==> config.mk <==
export PLATFORM = sky130hd
export DESIGN_NAME = mac_matrix_ctrl
export DESIGN_NICKNAME = d
export VERILOG_FILES = /design/src/rtl/mac_pkg.sv /design/src/rtl/mac_valid_pipe.sv /design/src/rtl/mac_matrix_ctrl.sv
export SDC_FILE = /design/constraint.sdc
export NUM_CORES = 1
export LEC_CHECK = 0
export ABC_AREA = 0
export CORE_AREA = 4 4 209 211
export DETAILED_ROUTE_END_ITERATION = 7
export DIE_AREA = 0 0 213 215
export GPL_TIMING_DRIVEN = 1
export SETUP_SLACK_MARGIN = 0.2
export SLEW_MARGIN = 20
export SYNTH_ARGS = -nofsm -noshare
export SYNTH_HDL_FRONTEND = slang
export SYNTH_SLANG_ARGS = --single-unit
==> constraint.sdc <==
create_clock -name clk -period 3.2 [get_ports clk]
set_clock_uncertainty 0.05 [all_clocks]
set_input_delay 0.96 -clock clk [delete_from_list [all_inputs] [get_ports clk]]
set_output_delay 0.96 -clock clk [all_outputs]
set_load 0.05 [all_outputs]
==> src/rtl/mac_pkg.sv <==
// Shared defaults and FSM state encoding for the MAC matrix controller.
package mac_pkg;

  localparam int MAC_WIDTH_DEF = 8;
  localparam int DATA_SIZE_DEF = 8;
  localparam int LAT_DEF       = 2 * MAC_WIDTH_DEF;

  localparam logic [2:0] ST_IDLE   = 3'd0;
  localparam logic [2:0] ST_LOAD   = 3'd1;
  localparam logic [2:0] ST_STREAM = 3'd2;
  localparam logic [2:0] ST_DRAIN  = 3'd3;
  localparam logic [2:0] ST_DONE   = 3'd4;

  // Width of a row index; never narrower than one bit.
  function automatic int row_bits(input int n);
    return (n > 1) ? $clog2(n) : 1;
  endfunction

endpackage

==> src/rtl/mac_valid_pipe.sv <==
// Valid-tag shift register: a tag entering on tag_in appears on tag_out
// exactly DEPTH cycles later.
module mac_valid_pipe
  import mac_pkg::*;
#(
  parameter int DEPTH = LAT_DEF + 1
) (
  input  logic clk,
  input  logic rst_n,
  input  logic tag_in,
  output logic tag_out
);

  logic [DEPTH-1:0] sr_q;
  logic [DEPTH-1:0] sr_d;

  // Shift toward the MSB, new tag enters at bit 0.
  always_comb begin
    sr_d    = sr_q << 1;
    sr_d[0] = tag_in;
  end

  // Tag register, cleared by reset.
  always_ff @(posedge clk or negedge rst_n) begin
    if (!rst_n) sr_q <= '0;
    else        sr_q <= sr_d;
  end

  assign tag_out = sr_q[DEPTH-1];

endmodule

==> src/rtl/mac_matrix_ctrl.sv <==
// Sequencer for a MAC_WIDTH x MAC_WIDTH mac_matrix: fetches weight rows,
// streams operand vectors, waits out the array latency and collects results.
// Optional build macro MAC_CTRL_PERF_EN adds perf_cycles / perf_stalls.
//
// state  | meaning
// IDLE   | waiting for start
// LOAD   | one weight row per cycle, MAC_WIDTH cycles
// STREAM | accepting num_vectors operand transfers, bubbles allowed
// DRAIN  | LAT cycles for the last vector to reach the bottom edge
// DONE   | one-cycle completion pulse
module mac_matrix_ctrl
  import mac_pkg::*;
#(
  parameter int MAC_WIDTH = MAC_WIDTH_DEF,
  parameter int DATA_SIZE = DATA_SIZE_DEF,
  parameter int LAT       = 2 * MAC_WIDTH
) (
  input  logic                                clk,
  input  logic                                rst_n,
  input  logic                                start,
  input  logic [15:0]                         num_vectors,
  output logic                                busy,
  output logic                                done,
  output logic                                w_rd_en,
  output logic [row_bits(MAC_WIDTH)-1:0]      w_rd_row,
  output logic                                instr,
  output logic [7:0]                          mac_matrix_counter,
  input  logic                                in_valid,
  output logic                                in_ready,
  input  logic [MAC_WIDTH*DATA_SIZE-1:0]      in_data1,
  input  logic [MAC_WIDTH*DATA_SIZE-1:0]      in_data2,
  output logic [MAC_WIDTH*DATA_SIZE-1:0]      values_in1,
  output logic [MAC_WIDTH*DATA_SIZE-1:0]      values_in2,
  input  logic [MAC_WIDTH*DATA_SIZE-1:0]      values_out1,
  input  logic [MAC_WIDTH*DATA_SIZE-1:0]      values_out2,
  output logic                                res_valid,
  output logic [MAC_WIDTH*DATA_SIZE-1:0]      res_data1,
  output logic [MAC_WIDTH*DATA_SIZE-1:0]      res_data2
`ifdef MAC_CTRL_PERF_EN
  ,
  output logic [31:0]                         perf_cycles,
  output logic [31:0]                         perf_stalls
`endif
);

  localparam int         VW        = MAC_WIDTH * DATA_SIZE;
  localparam int         RW        = row_bits(MAC_WIDTH);
  localparam logic [7:0] LOAD_LAST = 8'(MAC_WIDTH - 1);
  localparam logic [15:0] LAT16    = 16'(LAT);

  logic [2:0]    state_q, state_d;
  logic [7:0]    cnt_q, cnt_d;
  logic [15:0]   remain_q, remain_d;
  logic [VW-1:0] vin1_q, vin1_d;
  logic [VW-1:0] vin2_q, vin2_d;
  logic          xfer;
  logic          tag_out;

  assign xfer = (state_q == ST_STREAM) && in_valid;

  // Next state; remain_q is a down-counter of transfers left in STREAM
  // and of cycles left in DRAIN.
  always_comb begin
    state_d  = state_q;
    remain_d = remain_q;
    case (state_q)
      ST_IDLE: begin
        if (start) begin
          state_d  = ST_LOAD;
          remain_d = num_vectors;
        end
      end
      ST_LOAD: begin
        if (cnt_q == LOAD_LAST) begin
          if (remain_q == 16'd0) begin
            state_d  = ST_DRAIN;
            remain_d = LAT16;
          end else begin
            state_d = ST_STREAM;
          end
        end
      end
      ST_STREAM: begin
        if (xfer) begin
          if (remain_q == 16'd1) begin
            state_d  = ST_DRAIN;
            remain_d = LAT16;
          end else begin
            remain_d = remain_q - 16'd1;
          end
        end
      end
      ST_DRAIN: begin
        if (remain_q == 16'd1) state_d = ST_DONE;
        else                   remain_d = remain_q - 16'd1;
      end
      ST_DONE:  state_d = ST_IDLE;
      default:  state_d = ST_IDLE;
    endcase
  end

  // Phase counter toward the matrix: cleared on every state change.
  always_comb begin
    if (state_d != state_q)
      cnt_d = 8'd0;
    else if ((state_q == ST_LOAD) || (state_q == ST_DRAIN) || xfer)
      cnt_d = cnt_q + 8'd1;
    else
      cnt_d = cnt_q;
  end

  // Operand registers: a transfer lands one cycle later, bubbles drive zero.
  always_comb begin
    vin1_d = xfer ? in_data1 : '0;
    vin2_d = xfer ? in_data2 : '0;
  end

  // Controller state registers.
  always_ff @(posedge clk or negedge rst_n) begin
    if (!rst_n) begin
      state_q  <= ST_IDLE;
      cnt_q    <= 8'd0;
      remain_q <= 16'd0;
      vin1_q   <= '0;
      vin2_q   <= '0;
    end else begin
      state_q  <= state_d;
      cnt_q    <= cnt_d;
      remain_q <= remain_d;
      vin1_q   <= vin1_d;
      vin2_q   <= vin2_d;
    end
  end

  // One tag per transfer; it surfaces when that vector's result is at the
  // bottom edge (one cycle into values_in plus LAT through the array).
  mac_valid_pipe #(
    .DEPTH (LAT + 1)
  ) u_valid_pipe (
    .clk     (clk),
    .rst_n   (rst_n),
    .tag_in  (xfer),
    .tag_out (tag_out)
  );

  assign busy               = (state_q != ST_IDLE);
  assign done               = (state_q == ST_DONE);
  assign w_rd_en            = (state_q == ST_LOAD);
  assign w_rd_row           = (state_q == ST_LOAD) ? cnt_q[RW-1:0] : '0;
  assign instr              = (state_q == ST_STREAM) || (state_q == ST_DRAIN);
  assign in_ready           = (state_q == ST_STREAM);
  assign mac_matrix_counter = cnt_q;
  assign values_in1         = vin1_q;
  assign values_in2         = vin2_q;
  assign res_valid          = tag_out;
  assign res_data1          = tag_out ? values_out1 : '0;
  assign res_data2          = tag_out ? values_out2 : '0;

`ifdef MAC_CTRL_PERF_EN
  logic [31:0] perf_cycles_q, perf_cycles_d;
  logic [31:0] perf_stalls_q, perf_stalls_d;

  // Saturating busy-cycle and bubble counters, cleared when a job starts.
  always_comb begin
    perf_cycles_d = perf_cycles_q;
    perf_stalls_d = perf_stalls_q;
    if ((state_q == ST_IDLE) && start) begin
      perf_cycles_d = 32'd0;
      perf_stalls_d = 32'd0;
    end else begin
      if (busy && (perf_cycles_q != 32'hFFFF_FFFF))
        perf_cycles_d = perf_cycles_q + 32'd1;
      if ((state_q == ST_STREAM) && !in_valid && (perf_stalls_q != 32'hFFFF_FFFF))
        perf_stalls_d = perf_stalls_q + 32'd1;
    end
  end

  // Performance counter registers.
  always_ff @(posedge clk or negedge rst_n) begin
    if (!rst_n) begin
      perf_cycles_q <= 32'd0;
      perf_stalls_q <= 32'd0;
    end else begin
      perf_cycles_q <= perf_cycles_d;
      perf_stalls_q <= perf_stalls_d;
    end
  end

  assign perf_cycles = perf_cycles_q;
  assign perf_stalls = perf_stalls_q;
`endif

endmodule
==> reports/results.ini, run 1 <==
[die]
start_util = 0.175
die_w_um = 213
die_area_um2 = 45800
row_count = 75
fp.coreArea_um2 = 41800
die_h_um = 215
pin_count = 549

[setup_path]
worstSetupPathType = in -> out
crit_path_end_kind = primary output
cp_top_family = buffers and inverters
start_kind = primary input
cp.depth = 3
crit_buf_inv = 2
reg2reg_depth = 5
r2r_end = remain_q[0]$_DFFE_PN0P_
cp_cell_sequence = clkdlybuf4s50_1, and2_1, buf_12
crit_fanout = 1
arrival_ns = 1.88
critical_path.startpoint = values_out2[33]
crit_path_top_delay_cell = clkdlybuf4s50_1
crit_path_end = res_data2[33]
rr_startpoint = remain_q[8]$_DFFE_PN0P_
cp_slowest_stage_delay_ns = 0.49
cp.required_ns = 2.19
reg2reg_slack_ns = 0.36

[logic_synthesis]
synth_fp_nets = 943
synth.most_common_cell = and2_1
ys_seq_elements = 172
ys_seq_area_frac = 0.588
syn_inst = 663
avgSynthCellArea_um2 = 11.0
synthTopCellsByArea = dfrtp_1 (59%), and2_1 (22%), clkbuf_1 (2.0%)
netlist_area_um2 = 7320
synth.largest_area_cell = dfrtp_1
async_flop_share = 1.00
yosys.area.top_type_share = 0.588
ys_types = 51
synth.top_cells.by_count = and2_1 (262), dfrtp_1 (172), clkbuf_1 (39), nand2_1 (36), nor2_1 (30)
ys_warn_count = 0
synthFlopType = dfrtp_1
synth_edf_count = 0

[timing]
setup_viol = 0
min_period_ns = 2.89
hold_violations = 0
tightest_slew_ns = 0.955
fin_crit_sh = 0.904
rsz0062_at_grt = false
max_slew_margin = 0.362
max_freq_mhz = 346
setup-tns-final_ns = 0
final_max_slew_viol_count = 0
fin_ws_ns = 0.308

[routing]
vias = 7263
ant_nets = 0
dr.pass1.iters = 5
routed_wl_um = 37900
drt_iter0_markers = 391
viasPerCell = 4.14
drc_errors = 0
avgRoutedWirePerCell_um = 21.6

[clocking]
cts-htree-levels = 4
clk_latency_ns = 0.47
cts-buffers-inserted = 17
path_clk_slew_ns = 0.08
clock_path_buffers = 2
numClockSinks = 172
ctsHoldBuffers = 0
cts_root_buf = clkbuf_16
cts_tree = done

[placement]
portBuffers = 548
placed_area_um2 = 14700
hpwl_um = 31800
place.gp.congestion = 0.885
dp_cells = 1719
place_ws_ns = 0.309

[pwr]
ir_drop_v = 0.000432
power_mw = 9.65
power_density_nw_per_um2 = 630
leakage_nw = 6.63

[finish]
final_area_um2 = 15300
fin_nets = 1479
syn2layout_area_growth_pct = 109
instances_no_fill = 1756
drive_above_1_share = 0.163

[global_route]
grt_usage = 0.163
antenna_found_initial = 25
grt_max_degree = 71
grt_pass1_vias = 7591
grt_pass1_wl_um = 53600
overflow = 0

[run]
maxCapViolations = 0

[outcome]
outcome = complete, no violations

[hold_path]
min_path_type = reg -> reg

-- layout by cell type (no fill, tap or decap), types with 2 or more instances in the layout --
| cell type | netlist | final |
|---|---|---|
| buf_4 | 1 | 16 |
| clkinv_8 | 0 | 2 |
| or2_2 | 2 | 2 |
| buf_12 | 0 | 133 |
| clkbuf_16 | 0 | 17 |
| or3_1 | 6 | 6 |
| a21o_1 | 6 | 6 |
| o22ai_1 | 2 | 2 |
| xor2_1 | 5 | 5 |
| a22o_1 | 2 | 2 |
| o21ai_0 | 5 | 5 |
| and2_1 | 262 | 262 |
| ha_1 | 4 | 4 |
| nand4_1 | 5 | 5 |
| mux2i_1 | 4 | 4 |
| o41ai_1 | 3 | 3 |
| nand2_1 | 36 | 36 |
| inv_1 | 6 | 5 |
| o21bai_1 | 8 | 8 |
| o31ai_1 | 4 | 4 |
| clkdlybuf4s50_1 | 0 | 408 |
| nand3_1 | 3 | 3 |
| clkinv_4 | 0 | 3 |
| nor2_1 | 30 | 29 |
| nor3_1 | 7 | 7 |
| dfrtp_1 | 172 | 171 |
| a32o_1 | 3 | 3 |
| a221o_1 | 12 | 12 |
| and4_1 | 2 | 2 |
| nor4_1 | 5 | 5 |
| a21oi_1 | 3 | 3 |
| inv_8 | 0 | 6 |
| clkbuf_2 | 0 | 2 |
| diode_2 | 0 | 5 |
| clkinv_2 | 0 | 3 |
-- registers in the layout (all words and copies together) (netlist names) --
signal and count:
mac_matrix_counter 8, remain_q 16, values_in1 64, state_q 3
u_valid_pipe.sr_q 17, values_in2 64
-- area by class of cell --
class / count / area (um^2)
inverters: 7 / 27.5
well taps: 539 / 674
diodes: 5 / 12.5
multi-input cells: 440 / 2800
clock buffers: 17 / 425
fillers: 4061 / 26400
clock inverters: 15 / 175
flip-flops and latches: 172 / 4310
repair buffers: 561 / 6900
-- kinds of logic (layout without fill, tap and decap cells) --
logic type	count (synthesis)	after routing	share of synthesized area
simple gates	368	368	0.295
flops	172	172	0.588
compound gates	57	57	0.0662
buf+inv	51	600	0.0299
xor+xnor	6	6	0.00718
mux	5	5	0.00701
fa+ha+maj	4	4	0.00684
other cells	0	5	0
-- metal layers --
| layer | global-route usage | up-vias | wire length (um) |
|---|---|---|---|
| li1 | - | 3219 | - |
| met1 | 0.158 | 3514 | 12500 |
| met2 | 0.300 | 463 | 20100 |
| met3 | 0.0785 | 65 | 4380 |
| met4 | 0.0569 | 2 | 871 |
| met5 | 0 | - | 13 |
-- timing repair --
| item | CTS | global route |
|---|---|---|
| gates resized for setup | 3 | 5 |
| buffers inserted | 0 | 0 |
| cloned | 0 | 0 |
| pin swaps | 0 | 0 |
| endpoints found under the setup margin | 3 | 3 |
-- power by group --
group          leakage [nW]  internal [mW]  switching, mW
clock network         0.298           1.12           1.03
logic                  3.99           1.93           2.74
registers              2.34           2.53          0.301
total                  6.63           5.58           4.07
-- how the worst min path moves through the flow --
stage	endpoint	cells past startpoint	start	slack [ns]
CTS	u_valid_pipe.sr_q[5]$_DFF_PN0_	0	u_valid_pipe.sr_q[4]$_DFF_PN0_	0.30
global route	u_valid_pipe.sr_q[5]$_DFF_PN0_	0	u_valid_pipe.sr_q[4]$_DFF_PN0_	0.31
detailed placement	u_valid_pipe.sr_q[3]$_DFF_PN0_	0	u_valid_pipe.sr_q[2]$_DFF_PN0_	0.29
global placement	u_valid_pipe.sr_q[10]$_DFF_PN0_	0	u_valid_pipe.sr_q[9]$_DFF_PN0_	0.28
floorplan	u_valid_pipe.sr_q[10]$_DFF_PN0_	0	u_valid_pipe.sr_q[9]$_DFF_PN0_	0.28
finish	u_valid_pipe.sr_q[5]$_DFF_PN0_	0	u_valid_pipe.sr_q[4]$_DFF_PN0_	0.30
-- per-stage QoR --
step | hold WS, ns | utilization
floorplan | 0.281 | -
global placement | 0.281 | 0.352
detailed placement | 0.286 | 0.352
CTS | 0.297 | 0.367
global route | 0.307 | 0.367
finish | 0.296 | 0.367
Note: power is estimated with default switching activity, not from simulation.
==> inputs of run 2 (changes only) <==
- GPL_ROUTABILITY_DRIVEN: not set -> 0
- SKIP_CTS_REPAIR_TIMING: not set -> 1
==> run 2 against run 1 <==
Register-to-register slack about the same. Largest cell class unchanged. Global-route usage unchanged. Cell area up 0.12%. Critical endpoint is now w_rd_en.
==> reports/results.ini, run 2 (same netlist as run 1, synthesis figures left out) <==
[outcome]
outcome = complete, no violations  ; unchanged

[setup_path]
cp.required_ns = 2.19  ; about the same
cp_top_family = flip-flops  ; was buffers and inverters
crit_path_end_kind = primary output  ; unchanged
arrival_ns = 1.89  ; was 1.88 ns
reg2reg_slack_ns = 0.36  ; about the same
crit_buf_inv = 1  ; was 2
crit_path_top_delay_cell = dfrtp_1  ; was clkdlybuf4s50_1
cp_slowest_stage_delay_ns = 0.59  ; was 0.49 ns
worstSetupPathType = reg -> out  ; was in -> out
crit_fanout = 12  ; was 1
start_kind = register  ; was primary input
cp_cell_sequence = nand2b_1, nor2_2, dlymetal6s2s_1  ; was clkdlybuf4s50_1, and2_1, buf_12

[pwr]
leakage_nw = 6.67  ; was 6.63 nW
ir_drop_v = 0.000431  ; was 0.000432 V
power_density_nw_per_um2 = 630  ; about the same

[timing]
max_freq_mhz = 345  ; was 346 MHz
min_period_ns = 2.90  ; was 2.89 ns
hold_violations = 0  ; unchanged
setup_viol = 0  ; unchanged
max_slew_margin = 0.341  ; was 0.362
final_max_slew_viol_count = 0  ; unchanged
fin_crit_sh = 0.906  ; was 0.904
tightest_slew_ns = 0.987  ; was 0.955 ns
rsz0062_at_grt = true  ; was false
setup-tns-final_ns = 0  ; unchanged

[clocking]
cts-htree-levels = 4  ; unchanged
numClockSinks = 172  ; unchanged
clock_path_buffers = 2  ; unchanged
clk_latency_ns = 0.47  ; about the same
cts_root_buf = clkbuf_16  ; unchanged
path_clk_slew_ns = 0.08  ; about the same
cts-buffers-inserted = 17  ; unchanged
cts_tree = done  ; unchanged

[finish]
fin_nets = 1479  ; unchanged
drive_above_1_share = 0.161  ; was 0.163
instances_no_fill = 1756  ; unchanged
syn2layout_area_growth_pct = 110  ; was 109%
final_common_cell = clkdlybuf4s50_1  ; unchanged
layout_common_cells = clkdlybuf4s50_1 (408), and2_1 (262), dfrtp_1 (171)  ; unchanged

[global_route]
grt_pass1_wl_um = 53600  ; unchanged
grt_max_degree = 71  ; unchanged
grt_usage = 0.163  ; unchanged
grt_pass1_vias = 7591  ; unchanged
overflow = 0  ; unchanged
antenna_found_initial = 25  ; unchanged

[routing]
routed_wl_um = 37900  ; about the same
dr.pass1.iters = 4  ; was 5
avgRoutedWirePerCell_um = 21.6  ; about the same
drt_iter0_markers = 396  ; was 391
vias = 7255  ; was 7263
ant_nets = 0  ; unchanged
viasPerCell = 4.13  ; was 4.14
drc_errors = 0  ; unchanged

[placement]
portBuffers = 548  ; unchanged
hpwl_um = 31800  ; unchanged
dp_cells = 1719  ; unchanged

[die]
die_h_um = 215  ; unchanged
die_w_um = 213  ; unchanged
row_count = 75  ; unchanged
fp.coreArea_um2 = 41800  ; unchanged
die_area_um2 = 45800  ; unchanged
start_util = 0.175  ; unchanged
pin_count = 549  ; unchanged

[hold_path]
min_path_type = reg -> reg  ; unchanged

[run]
maxCapViolations = 0  ; unchanged

[run 2: metrics by stage]
step	cell area (um^2)	total power, mW	worst slack, ns	hold slack, ns	utilization
2_1_floorplan	7320	5.48	0.335	0.281	-
3_3_place_gp	14700	7.52	0.320	0.281	0.352
3_5_place_dp	14700	7.58	0.309	0.286	0.352
4_1_cts	15300	9.80	-0.149	0.297	0.367
5_1_grt	15300	10.2	0.178	0.307	0.367
6_report	15300	9.66	0.300	0.296	0.367
[run 2: where the power goes]
group | internal [mW] | switching, mW
registers | 2.53 | 0.305
clock network | 1.12 | 1.03
logic | 1.94 | 2.74
[run 2: area by class of cell]
class / instances / area (um^2)
fill: 4055 / 26400
timing repair buffer: 561 / 6920
sequential: 172 / 4310
multi-input combinational: 440 / 2800
tap: 539 / 674
clock buffer: 17 / 425
clock inverter: 15 / 175
inverter: 7 / 27.5
antenna: 5 / 12.5
[run 2: layer usage]
metal,GRT usage,wire length (um),share of wire
met5,0,13,0.00034
met4,0.0569,908,0.024
met3,0.0785,4310,0.11
met2,0.300,20100,0.53
met1,0.158,12600,0.33
[run 2: path summary, 6_finish.rpt]
check                                          startpoint                        endpoint  cells past startpoint
setup / recovery                     state_q[0]$_DFF_PN0_                         w_rd_en                      3
hold / removal             u_valid_pipe.sr_q[4]$_DFF_PN0_  u_valid_pipe.sr_q[5]$_DFF_PN0_                      0
setup reg to reg                  remain_q[8]$_DFFE_PN0P_         remain_q[0]$_DFFE_PN0P_                      5
hold reg to reg            u_valid_pipe.sr_q[4]$_DFF_PN0_  u_valid_pipe.sr_q[5]$_DFF_PN0_                      0
max in group asynchronous                           rst_n        values_in2[42]$_DFF_PN0_                      2
min in group asynchronous                           rst_n         remain_q[6]$_DFFE_PN0P_                      1
==> inputs of run 3 (changes only) <==
- MAX_ROUTING_LAYER: not set -> met4
- REMOVE_ABC_BUFFERS: not set -> 1
==> run 3 against run 2 <==
Largest power group unchanged. Maximum frequency increased by 1.8%. Via count fell by 3.8%. Highest routed layer is now met4. Count of clock-buffer cells in the layout is 2 higher.
==> reports/results.ini, run 3 (same netlist as run 1, synthesis figures left out) <==
[setup_path]
arrival_ns = 1.84  ; was 1.89 ns
cp.required_ns = 2.19  ; about the same
rr_startpoint = remain_q[8]$_DFFE_PN0P_  ; unchanged
reg2reg_slack_ns = 0.47  ; was 0.36 ns
worstSetupPathType = in -> out  ; was reg -> out
reg2reg_depth = 5  ; unchanged
crit_fanout = 1  ; was 12
r2r_end = remain_q[0]$_DFFE_PN0P_  ; unchanged
crit_path_end_kind = primary output  ; unchanged
start_kind = primary input  ; was register

[global_route]
grt_pass1_vias = 7386  ; was 7591
antenna_found_initial = 16  ; was 25
overflow = 0  ; unchanged
grt_pass1_wl_um = 47500  ; was 53600 um
grt_usage = 0.146  ; was 0.163
grt_max_degree = 84  ; was 71

[die]
die_area_um2 = 45800  ; unchanged
fp.coreArea_um2 = 41800  ; unchanged
die_h_um = 215  ; unchanged
pin_count = 549  ; unchanged
row_count = 75  ; unchanged
start_util = 0.175  ; unchanged
die_w_um = 213  ; unchanged

[clocking]
cts-buffers-inserted = 17  ; unchanged
cts-htree-levels = 4  ; unchanged
numClockSinks = 172  ; unchanged
clk_latency_ns = 0.45  ; was 0.47 ns
path_clk_slew_ns = 0.07  ; was 0.08 ns
cts_root_buf = clkbuf_16  ; unchanged
clock_path_buffers = 2  ; unchanged
cts_tree = done  ; unchanged

[timing]
tightest_slew_ns = 0.937  ; was 0.987 ns
hold_violations = 0  ; unchanged
setup_viol = 0  ; unchanged
setup-tns-final_ns = 0  ; unchanged
max_slew_margin = 0.374  ; was 0.341
fin_ws_ns = 0.351  ; was 0.300 ns
max_freq_mhz = 351  ; was 345 MHz
fin_crit_sh = 0.890  ; was 0.906
rsz0062_at_grt = false  ; was true
final_max_slew_viol_count = 0  ; unchanged
min_period_ns = 2.85  ; was 2.90 ns

[finish]
fin_nets = 1479  ; unchanged
layout_common_cells = clkdlybuf4s50_1 (410), and2_1 (262), dfrtp_1 (170)  ; was clkdlybuf4s50_1 (408), and2_1 (262), dfrtp_1 (171)
fill_cells = 4043  ; was 4055
final_common_cell = clkdlybuf4s50_1  ; unchanged
syn2layout_area_growth_pct = 109  ; was 110%
drive_above_1_share = 0.161  ; unchanged
instances_no_fill = 1768  ; was 1756

[routing]
viasPerCell = 3.95  ; was 4.13
ant_nets = 0  ; unchanged
vias = 6980  ; was 7255
drc_errors = 0  ; unchanged
routed_wl_um = 33800  ; was 37900 um
avgRoutedWirePerCell_um = 19.1  ; was 21.6 um
dr.pass1.iters = 4  ; unchanged
drt_iter0_markers = 407  ; was 396

[outcome]
outcome = complete, no violations  ; unchanged

[pwr]
power_density_nw_per_um2 = 617  ; was 630 nW/um^2
ir_drop_v = 0.000403  ; was 0.000431 V
power_mw = 9.45  ; was 9.66 mW
leakage_nw = 6.62  ; was 6.67 nW

[hold_path]
hold_end = u_valid_pipe.sr_q[14]$_DFF_PN0_  ; was u_valid_pipe.sr_q[5]$_DFF_PN0_
min_from = u_valid_pipe.sr_q[13]$_DFF_PN0_  ; was u_valid_pipe.sr_q[4]$_DFF_PN0_
min_path_type = reg -> reg  ; unchanged
whs_path_depth = 0  ; unchanged

[placement]
dp_cells = 1718  ; was 1719
portBuffers = 548  ; unchanged
place_ws_ns = 0.319  ; was 0.309 ns
hpwl_um = 28200  ; was 31800 um

[run]
maxCapViolations = 0  ; unchanged

[run 3: per-stage QoR]
step	area, um^2	util	hold slack, ns
after floorplan	7120	-	0.281
after global placement	14700	0.352	0.281
after detailed placement	14700	0.352	0.285
after CTS	15200	0.365	0.301
after global routing	15300	0.367	0.305
final	15300	0.367	0.298
[run 3: cell type report]
cell class	count	area, um^2	area share
diodes	17	42.5	0.00278
clock buffers	19	443	0.0289
clock inverters	13	109	0.00711
inverters	7	27.5	0.00180
multi-input cells	440	2800	0.183
flip-flops and latches	172	4310	0.282
well taps	539	674	0.0441
repair buffers	561	6900	0.451
[run 3: worst max-delay path by stage]
stage	from	end	slack (ns)
6_report	values_out2[37]	res_data2[37]	0.35
5_1_grt	state_q[2]$_DFF_PN0_	w_rd_row[2]	0.29
4_1_cts	state_q[0]$_DFF_PN0_	done	0.003
3_5_place_dp	values_out1[23]	res_data1[23]	0.32
3_3_place_gp	values_out1[23]	res_data1[23]	0.31
2_1_floorplan	u_valid_pipe.sr_q[16]$_DFF_PN0_	res_data1[0]	-0.14
[run 3: power breakdown]
part	total, mW	internal, mW	switching, mW
clock	1.99	1.03	0.961
sequential	2.84	2.53	0.306
combinational	4.62	1.93	2.68
total	9.45	5.50	3.95
[run 3: worst max-delay path, stage by stage]
cell and delay, ns:
clkdlybuf4s50_1 0.49, and2_1 0.23, buf_12 0.16
[run 3: per-layer routing]
layer  GRT usage  vias up  routed length, um
li1            -     3240                  -
met1       0.137     3313              11300
met3      0.0605       34               3510
met2       0.261      393              18100
met5           -        -                  0
met4      0.0608        0                926
==> edit: new RTL, settings of run 1 <==
Put one more register stage on the output `mac_matrix_counter`, cleared by the reset. The value now appears one clock later. The other outputs are not delayed to match.
--- a/src/rtl/mac_matrix_ctrl.sv
+++ b/src/rtl/mac_matrix_ctrl.sv
@@ -151,3 +151,9 @@
   assign in_ready           = (state_q == ST_STREAM);
-  assign mac_matrix_counter = cnt_q;
+  always_ff @(posedge clk or negedge rst_n) begin
+    if (!rst_n) begin
+      mac_matrix_counter <= '0;
+    end else begin
+      mac_matrix_counter <= cnt_q;
+    end
+  end
   assign values_in1         = vin1_q;
Check against the original RTL: not equivalent (a bounded check fails within 4 cycles, from zero or initial values and one cycle with rst_n low).
==> edit against run 1 <==
Wire length is 11% lower. Sequential cell count is 8 higher. Worst hold slack worse by 1.0 ps. Design area is 0.23% higher. Area after synthesis is 0.36% higher. Setup slack better by 9.6 ps. Critical endpoint is now res_data2[6].
Power is not compared: it rests on default switching activity, and its combinational part moved more than twofold at a synthesized area within 25%.
==> edit: results (changes against run 1) <==
metric	value	unit	change
status	complete, no violations		unchanged
Critical Path End	res_data2[6]		was res_data2[33]
final-layout fill cell count	4071		was 4061
setup TNS	0	ps	unchanged
setup slack, reg-to-reg	430	ps	was 360 ps
leakage power	6.55	nW	
fraction of registers with async set/reset	100	%	unchanged
CP startpoint	values_out2[6]		was values_out2[33]
clock root cell	clkbuf_16		unchanged
fin crit share	90.1	%	was 90.4%
layout cells sized above 1	16.8	%	was 16.3%
total wire length	33700	µm	was 37900 µm
dominant synthesized flop cell	dfrtp_1		unchanged
Max Cap Viol	0		unchanged
vias in the first global route	7248		was 7591
FF-to-FF path depth	8		was 5
vias per cell	3.97		was 4.14
number of distinct library cells after synthesis	53		was 51
Starting DRT DRC Count	349		was 391
worst slack, placed	283	ps	was 309 ps
Critical R2R Launch	remain_q[1]		was remain_q[8]
largest net degree at the start of global routing	130		was 71
CTS Buf Count	17		unchanged
global-route wire length before repair	48200	µm	was 53600 µm
most frequent cells after synthesis	and2_1, dfrtp_1, clkbuf_1		unchanged
post-DP HPWL	28000	µm	was 31800 µm
RR Endpoint	remain_q[14]		was remain_q[0]
crit-path max cell delay	550	ps	was 490 ps
Tot GR Track Use	14.4	%	was 16.3%
antenna violations before repair	13		was 25
Net Count, Synth	911		was 943
clk slew on worst S/H paths	70	ps	
routability congestion estimate from global placement	0.915		was 0.885
HP Class	reg -> reg		unchanged
synth top area cells	dfrtp_1, and2_1, clkbuf_1, o2bb2ai_1, a32oi_1		was dfrtp_1, and2_1, clkbuf_1, nand2_1, a221o_1
placed insts	1690		was 1719
Syn Area/Cell	11.6	µm²	was 11.0 µm²
nets	1450		was 1479
via count	6868		was 7263
drt pass-1 iters	5		unchanged
Seq/Total Area, Yosys	61.3	%	was 58.8%
slew margin rel.	53.1	%	was 36.2%
[edit: cell count changes in the layout (fill, tap and decap cells not counted), moves of 5 or more]
cell	before	now
a32oi_1	0	8
inv_8	6	1
nand3_1	3	9
nand2_1	36	12
a21o_1	6	0
dfrtp_1	171	178
o211ai_1	1	8
or3_1	6	0
o21bai_1	8	0
a22oi_1	0	5
a221o_1	12	0
o2bb2ai_1	0	11
clkinvlp_4	0	6
nor2_1	29	16
[edit: final cells by class]
cell class,instances,share of cell area [%]
repair buffers,560,45.0
flip-flops and latches,180,29.4
multi-input cells,404,17.2
well taps,539,4.39
clock buffers,18,2.86
clock inverters,13,0.823
inverters,7,0.179
diodes,7,0.114
[edit: cell families (layout without fill, tap and decap cells)]
group / after synthesis / in the layout / synth area share (%)
adder cells (fa/ha/maj): 4 / 4 / 0.682
AND/OR/NAND/NOR: 336 / 336 / 28.1
XOR/XNOR: 8 / 8 / 0.954
flip-flops: 180 / 180 / 61.3
multiplexers: 3 / 3 / 0.426
other: 0 / 7 / 0
buffers and inverters: 47 / 598 / 2.74
AO/OA/AOI/OAI: 53 / 53 / 5.79
[edit: what timing repair did]
item | CTS | global route
endpoints found under the setup margin | 3 | 6
cloned | 0 | 0
buffers inserted | 0 | 0
gates resized for setup | 3 | 6
pin swaps | 0 | 0
[edit: worst max-delay path, delay by kind of cell]
family,cells,cell delay (ps)
and+or+nand+nor,1,210
buffers and inverters,2,700
[edit: through the flow]
stage / cell area [µm²] / power (mW)
floorplan: 7350 / 2.32
global placement: 14800 / 2.71
detailed placement: 14800 / 2.72
CTS: 15300 / 4.84
global route: 15400 / 4.96
finish: 15400 / 4.73
[edit: routing by layer]
layer  track usage [%]  wire (µm)
met1              15.0      12100
met2              24.0      16500
met3              8.11       4190
met4              5.58        854
met5                 0         49
[edit: worst min-delay path by stage]
stage | startpoint | end | slack [ps] | cells past startpoint
3_5_place_dp | u_valid_pipe.sr_q[1] | u_valid_pipe.sr_q[2] | 280 | 0
3_3_place_gp | u_valid_pipe.sr_q[10] | u_valid_pipe.sr_q[11] | 280 | 0
4_1_cts | u_valid_pipe.sr_q[11] | u_valid_pipe.sr_q[12] | 300 | 0
2_1_floorplan | u_valid_pipe.sr_q[9] | u_valid_pipe.sr_q[10] | 280 | 0
6_report | u_valid_pipe.sr_q[11] | u_valid_pipe.sr_q[12] | 300 | 0
5_1_grt | u_valid_pipe.sr_q[7] | u_valid_pipe.sr_q[8] | 310 | 0
[edit: power by group]
group | switching [mW] | internal (mW) | total [mW]
Combinational | 0.0934 | 0.295 | 0.389
Clock | 0.974 | 1.10 | 2.07
Sequential | 0 | 2.27 | 2.27
Total | 1.07 | 3.67 | 4.73
